<file path="config.mk">
export PLATFORM = sky130hd
export DESIGN_NAME = vga_timing_gen
export DESIGN_NICKNAME = d
export VERILOG_FILES = /design/src/rtl/vga_timing_pkg.sv /design/src/rtl/clk_en_divider.sv /design/src/rtl/vga_timing_gen.sv
export SDC_FILE = /design/constraint.sdc
export NUM_CORES = 1
export LEC_CHECK = 0
export BUFFER_PORTS_ARGS = -buffer_cell sky130_fd_sc_hd__buf_4
export CORE_ASPECT_RATIO = 1.2
export CORE_MARGIN = 2
export CORE_UTILIZATION = 55
export DETAILED_ROUTE_END_ITERATION = 7
export GPL_TIMING_DRIVEN = 0
export PLACE_DENSITY = 0.77
export SLEW_MARGIN = 20
export SYNTH_ARGS = -nofsm -noshare
export SYNTH_HDL_FRONTEND = slang
export SYNTH_HIERARCHICAL = 1
export SYNTH_SLANG_ARGS = --single-unit
</file>
<file path="constraint.sdc">
create_clock -name clk -period 2.85 [get_ports clk]
set_clock_uncertainty 0.15 [all_clocks]
set_input_delay 0.57 -clock clk [delete_from_list [all_inputs] [get_ports clk]]
set_output_delay 0.57 -clock clk [all_outputs]
set_load 0.01 [all_outputs]
</file>
<file path="src/rtl/vga_timing_pkg.sv">
`default_nettype none
// ============================================================================
// vga_timing_pkg : shared 640x480@60 raster constants and coordinate type
// Rev 1.0
// ============================================================================
package vga_timing_pkg;

  localparam int COORD_W = 10;
  typedef logic [COORD_W-1:0] coord_t;

  localparam int C_DIV         = 4;
  localparam int C_H_TOTAL     = 800;
  localparam int C_H_SYNC      = 96;
  localparam int C_H_ACT_START = 144;
  localparam int C_H_ACT_END   = 783;
  localparam int C_V_TOTAL     = 525;
  localparam int C_V_SYNC      = 2;
  localparam int C_V_ACT_START = 35;
  localparam int C_V_ACT_END   = 514;
  localparam int C_V_TICK_LINE = 515;

  // Inclusive range test on coordinates.
  function automatic logic in_window(input coord_t val, input coord_t lo, input coord_t hi);
    return (val >= lo) && (val <= hi);
  endfunction

endpackage
`default_nettype wire

</file>
<file path="src/rtl/clk_en_divider.sv">
`default_nettype none
// ============================================================================
// clk_en_divider : one-cycle enable pulse every DIV clocks (DIV >= 2)
// Rev 1.0
// ============================================================================
module clk_en_divider #(
  parameter int DIV = 4
) (
  input  logic clk,
  input  logic rst,
  output logic en_out
);

  localparam int CW = (DIV > 1) ? $clog2(DIV) : 1;
  localparam logic [CW-1:0] C_LAST = CW'(DIV - 1);

  logic [CW-1:0] r_cnt;
  logic [CW-1:0] w_cnt_next;
  logic          r_en;

  always_comb begin
    w_cnt_next = (r_cnt == C_LAST) ? '0 : r_cnt + CW'(1);
  end

  // Enable is registered so it is high exactly while the count sits at DIV-1.
  always_ff @(posedge clk) begin
    if (rst) begin
      r_cnt <= '0;
      r_en  <= 1'b0;
    end else begin
      r_cnt <= w_cnt_next;
      r_en  <= (w_cnt_next == C_LAST);
    end
  end

  assign en_out = r_en;

endmodule
`default_nettype wire

</file>
<file path="src/rtl/vga_timing_gen.sv">
`default_nettype none
// ============================================================================
// vga_timing_gen : VGA raster counters, registered sync/bright decodes, ticks
// Rev 1.0
// ============================================================================
module vga_timing_gen
  import vga_timing_pkg::*;
#(
  parameter int DIV         = C_DIV,
  parameter int H_TOTAL     = C_H_TOTAL,
  parameter int H_SYNC      = C_H_SYNC,
  parameter int H_ACT_START = C_H_ACT_START,
  parameter int H_ACT_END   = C_H_ACT_END,
  parameter int V_TOTAL     = C_V_TOTAL,
  parameter int V_SYNC      = C_V_SYNC,
  parameter int V_ACT_START = C_V_ACT_START,
  parameter int V_ACT_END   = C_V_ACT_END,
  parameter int V_TICK_LINE = C_V_TICK_LINE
) (
  input  logic               clk,
  input  logic               rst,
  output logic               pixel_en,
  output logic [COORD_W-1:0] hCount,
  output logic [COORD_W-1:0] vCount,
  output logic               hSync,
  output logic               vSync,
  output logic               bright,
  output logic               line_tick,
  output logic               frame_tick
);

  localparam coord_t C_H_LAST  = coord_t'(H_TOTAL - 1);
  localparam coord_t C_V_LAST  = coord_t'(V_TOTAL - 1);
  localparam coord_t C_H_SYNCE = coord_t'(H_SYNC);
  localparam coord_t C_V_SYNCE = coord_t'(V_SYNC);
  localparam coord_t C_H_ACT_S = coord_t'(H_ACT_START);
  localparam coord_t C_H_ACT_E = coord_t'(H_ACT_END);
  localparam coord_t C_V_ACT_S = coord_t'(V_ACT_START);
  localparam coord_t C_V_ACT_E = coord_t'(V_ACT_END);
  localparam coord_t C_V_TICK  = coord_t'(V_TICK_LINE);

  logic   w_pixel_en;
  logic   w_h_wrap;
  coord_t w_h_next;
  coord_t w_v_next;
  coord_t r_h;
  coord_t r_v;
  logic   r_hsync;
  logic   r_vsync;
  logic   r_bright;
  logic   r_line_tick;
  logic   r_frame_tick;

  clk_en_divider #(
    .DIV (DIV)
  ) u_pix_div (
    .clk    (clk),
    .rst    (rst),
    .en_out (w_pixel_en)
  );

  assign w_h_wrap = w_pixel_en && (r_h == C_H_LAST);

  always_comb begin
    w_h_next = r_h;
    w_v_next = r_v;
    if (w_pixel_en) begin
      if (r_h == C_H_LAST) begin
        w_h_next = '0;
        w_v_next = (r_v == C_V_LAST) ? '0 : r_v + coord_t'(1);
      end else begin
        w_h_next = r_h + coord_t'(1);
      end
    end
  end

  // Decodes are taken from the next-state counters so they line up with the
  // registered counters in the same cycle.
  always_ff @(posedge clk) begin
    if (rst) begin
      r_h          <= '0;
      r_v          <= '0;
      r_hsync      <= 1'b0;
      r_vsync      <= 1'b0;
      r_bright     <= 1'b0;
      r_line_tick  <= 1'b0;
      r_frame_tick <= 1'b0;
    end else begin
      r_h          <= w_h_next;
      r_v          <= w_v_next;
      r_hsync      <= (w_h_next >= C_H_SYNCE);
      r_vsync      <= (w_v_next >= C_V_SYNCE);
      r_bright     <= in_window(w_h_next, C_H_ACT_S, C_H_ACT_E) &&
                      in_window(w_v_next, C_V_ACT_S, C_V_ACT_E);
      r_line_tick  <= w_h_wrap;
      r_frame_tick <= w_h_wrap && (w_v_next == C_V_TICK);
    end
  end

  assign pixel_en   = w_pixel_en;
  assign hCount     = r_h;
  assign vCount     = r_v;
  assign hSync      = r_hsync;
  assign vSync      = r_vsync;
  assign bright     = r_bright;
  assign line_tick  = r_line_tick;
  assign frame_tick = r_frame_tick;

endmodule
`default_nettype wire

</file>
==> impl.org <==
** Run status
- The flow ran to the end, and the final reports show no timing, DRC or antenna violations.

** Drt
- Via-to-Cell Ratio :: between 5 and 6
- The routed design has approximately 3.8 mm of wire.
- The first detailed-routing pass ran for 4 iterations.
- DR iter-0 viols :: between 50 and 60
- Routed vias :: ~1.5k
- The count of nets left with antenna violations once routing finished came out at 0.
- Average detailed-routed wire length per instance :: around 15 um
- After detailed routing, the number of remaining DRC violations is 0.

** Worst setup path
- Critical path endpoint category :: flip-flop
- Data on the critical path is required at its endpoint by 2.95 ns.
- Among cell families on the critical path, the largest total delay comes from simple AND/OR/NAND/NOR gates.
- The critical path goes through buf_6 > or3_4 > nor4_4 > buf_4 > o221ai_1 > a21o_1 > o21bai_1 > or4_1 > a311oi_2.
- The slowest stage of the critical path is the sky130_fd_sc_hd__or4_1 cell.
- Critical Path AT :: between 2 and 3 ns
- Crit Path Class :: reg2reg
- The worst setup path is launched from a flip-flop.
- Counting buffers and inverters, the worst setup path is 9 cells deep.
- In this run the worst path has a maximum fanout of 8.
- Measured in cells, the most critical reg-to-reg path has a length of 9.
- Together, buffers and inverters on the worst path number 2.
- The largest single stage delay on the critical path is a little under 0.5 ns.

** STA
- Setup repair after global routing missed its margin :: false
- Min Tclk post-route :: between 2 and 3 ns
- Final setup violation count :: 0
- The tightest hold path in the finished design has a slack of roughly 0.33 ns.
- Number of pins with negative max-slew slack in the final report :: 0
- Maximum frequency from static timing analysis :: 368 MHz
- After layout, the worst path uses roughly 95% of the clock period.
- Transition at the pin with the smallest max-transition slack :: ~0.56 ns
- Setup total negative slack :: 0 ns
- Count of endpoints failing hold in the final timing report :: 0
- Max-slew headroom at the worst pin :: between 60% and 70%

** Pwr
- Clock network fraction of total power :: between 20% and 30%
- The completed layout was analyzed and its total power is just under 600 uW.
- The share of total power dissipated in sequential elements is between 60 and 70%.
- Total power per unit cell area :: about 310 nW/um2
- Power dissipated by switching net loads :: ~130 uW
- Switch share :: between 20% and 30%
- Across the VDD grid, the largest voltage drop is between 0.0003 and 0.0004 V.
- Leakage power :: around 0.00074 uW
- Cell internal power was estimated by the tool at 457 uW.
- Per report_power, the combinational group accounts for roughly 3.8% of the total.

** Floorplanning
- The die is 52.7 um wide.
- The floorplan step defined a die boundary enclosing between 3000 and 4000 um2.
- In this run the count of I/O pins placed on the die edge is 28.
- Number of rows created at floorplan :: 21
- Chip Height :: approximately 62 um
- Effective utilization at floorplan :: between 50% and 60%
- The floorplan step defined a core boundary enclosing 2760 um2.

** Clock tree
- TritonCTS built the clock tree.
- # hold bufs at CTS :: 0
- Max Buffers Root-to-Sink :: 2
- CTS built an H-tree with a depth of 1.
- Insertion delay to the later sink of the worst-skew pair :: ~0.32 ns
- Clk sink count :: 28
- Cell at the root of the clock tree :: sky130_fd_sc_hd__clkbuf_4
- In this run, CTS created clock tree buffers numbering 3.
- After clock tree synthesis, the clock-pin slew on the worst setup and hold paths is 0.14 ns.

** Hold path
- The worst hold path was traced through 2 stages.
- The min-delay analysis places its worst path in the category in2reg.

** Cells and area
- In the final design database the tool counted around 230 nets.
- The count of cells in the finished layout, fillers not included, comes to approximately 260.
- At the end of the flow the core is filled with cells to 68.9%.
- Layout cell share with drive strength beyond 1 :: 24.2%
- Antenna fix cells :: 0
- P&R area growth vs syn :: 21.3%

** Placed design
- Including well taps, the total number of placed cells is 250.
- At the end of routability-driven placement, the weighted congestion stood at 0.845.
- The count of buffers added on input and output ports is 27.
- Detailed placer's ending HPWL :: 2.69 mm

** GRT
- Wire length of the first global-routing pass :: approximately 6.4 mm
- The initial antenna violation count is 0.
- GRT Total Usage :: between 20 and 30%
- Maximum number of pins on one net before global-route repair :: 15
- The via count of the first global-routing pass is about 1.4k.
- Total gr overflow :: 0

** Synthesis
- By area the synthesized netlist is led by sky130_fd_sc_hd__dfxtp_1 36%, sky130_fd_sc_hd__nor2_1 6.5%, sky130_fd_sc_hd__xnor2_1 5.0%.
- The Yosys step of the flow raised 6 warnings.
- Area of the mapped netlist :: between 1500 and 2000 um2
- Number of cells produced by synthesis :: roughly 190
- Top FF cell, synth :: sky130_fd_sc_hd__dfxtp_1
- Register bit count reported by yosys :: 28
- The synthesized design contains 0 enable-type register cells.
- Area share of the largest cell type after synthesis :: between 30% and 40%
- After synthesis, the mean cell area works out to about 8.3 um2.
- After synthesis, the share of flip-flops with an asynchronous set or reset is 0%.
- Of all cell types, the one taking the most synthesized area is sky130_fd_sc_hd__dfxtp_1.
- Part of the Yosys area used for sequential elements :: between 30 and 40%
- Number of nets produced by synthesis :: 196
- Cell variety after synth :: 45

** Job
- The tool flagged a number of max-cap violations equal to 0.
worst register-to-register path, cell delays in order, from the launching register on:
cell	delay, ns
sky130_fd_sc_hd__dfxtp_1	0.35
sky130_fd_sc_hd__buf_6	0.13
sky130_fd_sc_hd__or3_4	0.39
sky130_fd_sc_hd__nor4_4	0.20
sky130_fd_sc_hd__buf_4	0.18
sky130_fd_sc_hd__o221ai_1	0.16
sky130_fd_sc_hd__a21o_1	0.22
sky130_fd_sc_hd__o21bai_1	0.17
sky130_fd_sc_hd__or4_1	0.49
sky130_fd_sc_hd__a311oi_2	0.21
metal layers:
metal	GRT usage, %	part of all wire (%)	up-vias
li1	-	-	754
met2	42.3	50	60
met4	8.97	2.5	0
met1	31.8	42	713
met3	3.35	5.1	11
met5	0	0	-
cells by family after synthesis:
kind of cell | share of synthesized area, %
buf+inv | 4.07
compound gates | 16.0
fa+ha+maj | 3.99
flops | 35.8
xor+xnor | 6.71
simple gates | 33.5
layout make-up:
class / count / area, um2
clock buffers: 3 / 22.5
fillers: 243 / 858
flip-flops and latches: 28 / 564
inverters: 5 / 18.8
well taps: 34 / 42.5
plain buffers: 6 / 37.5
repair buffers: 33 / 248
multi-input cells: 148 / 967
cell usage after synthesis, drive strengths merged, types with 2 or more instances:
library cell,n
a22oi,2
a311oi,2
buf,3
a31oi,2
ha,5
nand3,9
nand4,10
nor3,8
dfxtp,28
nand2b,5
and3,3
xnor2,9
nor2,27
and4,3
a21oi,11
nand2,13
o22ai,2
nor4,4
nor2b,3
or3,2
or2,2
and2,2
clkbuf,5
xor2,3
o21ai,7
inv,5
registers in the layout, indices dropped and copies added, names as in the netlist:
register and cells:
hCount 10, vCount 10, u_pix_div/r_cnt 2, bright 1, frame_tick 1, hSync 1, line_tick 1, u_pix_div/en_out 1
vSync 1
cell usage in the layout, fill, tap and decap left out, types with 5 or more instances in the layout:
cell type	n
sky130_fd_sc_hd__inv_1	5
sky130_fd_sc_hd__nand4_1	10
sky130_fd_sc_hd__nor3_1	7
sky130_fd_sc_hd__nand2_1	13
sky130_fd_sc_hd__o21ai_0	6
sky130_fd_sc_hd__xnor2_1	9
sky130_fd_sc_hd__dfxtp_1	25
sky130_fd_sc_hd__nand2b_1	5
sky130_fd_sc_hd__a21oi_1	11
sky130_fd_sc_hd__buf_4	33
sky130_fd_sc_hd__nor2_1	27
sky130_fd_sc_hd__ha_1	5
sky130_fd_sc_hd__nand3_1	7
stage by stage:
stage | worst slack (ns) | instance area, um2
after floorplan | 0.217 | 1570
after global routing | 0.00733 | 1900
after detailed placement | -0.0680 | 1810
after CTS | 0.0252 | 1850
after global placement | -0.0738 | 1810
final | 0.131 | 1900
power by group through the flow:
stage / registers, uW / logic (uW) / clock network (uW)
floorplan: 410 / 13.7 / 0
CTS: 402 / 24.5 / 163
global route: 405 / 25.9 / 182
global placement: 410 / 23.5 / 0
finish: 403 / 22.0 / 158
detailed placement: 410 / 24.5 / 0
path summary, 6_finish.rpt:
check | from | to | slack, ns
worst max-delay path | vCount[4] | bright | 0.13
worst min-delay path | rst | u_pix_div/r_cnt[0] | 0.33
worst max register to register | vCount[4] | bright | 0.13
worst min register to register | u_pix_div/r_cnt[0] | u_pix_div/r_cnt[0] | 0.34
what timing repair did:
item	CTS	global route
resized for setup	0	7
pin swaps	1	5
gates cloned	0	0
endpoints found under the setup margin	1	1
setup buffers	2	4
Note: power is estimated with default switching activity, not from simulation.
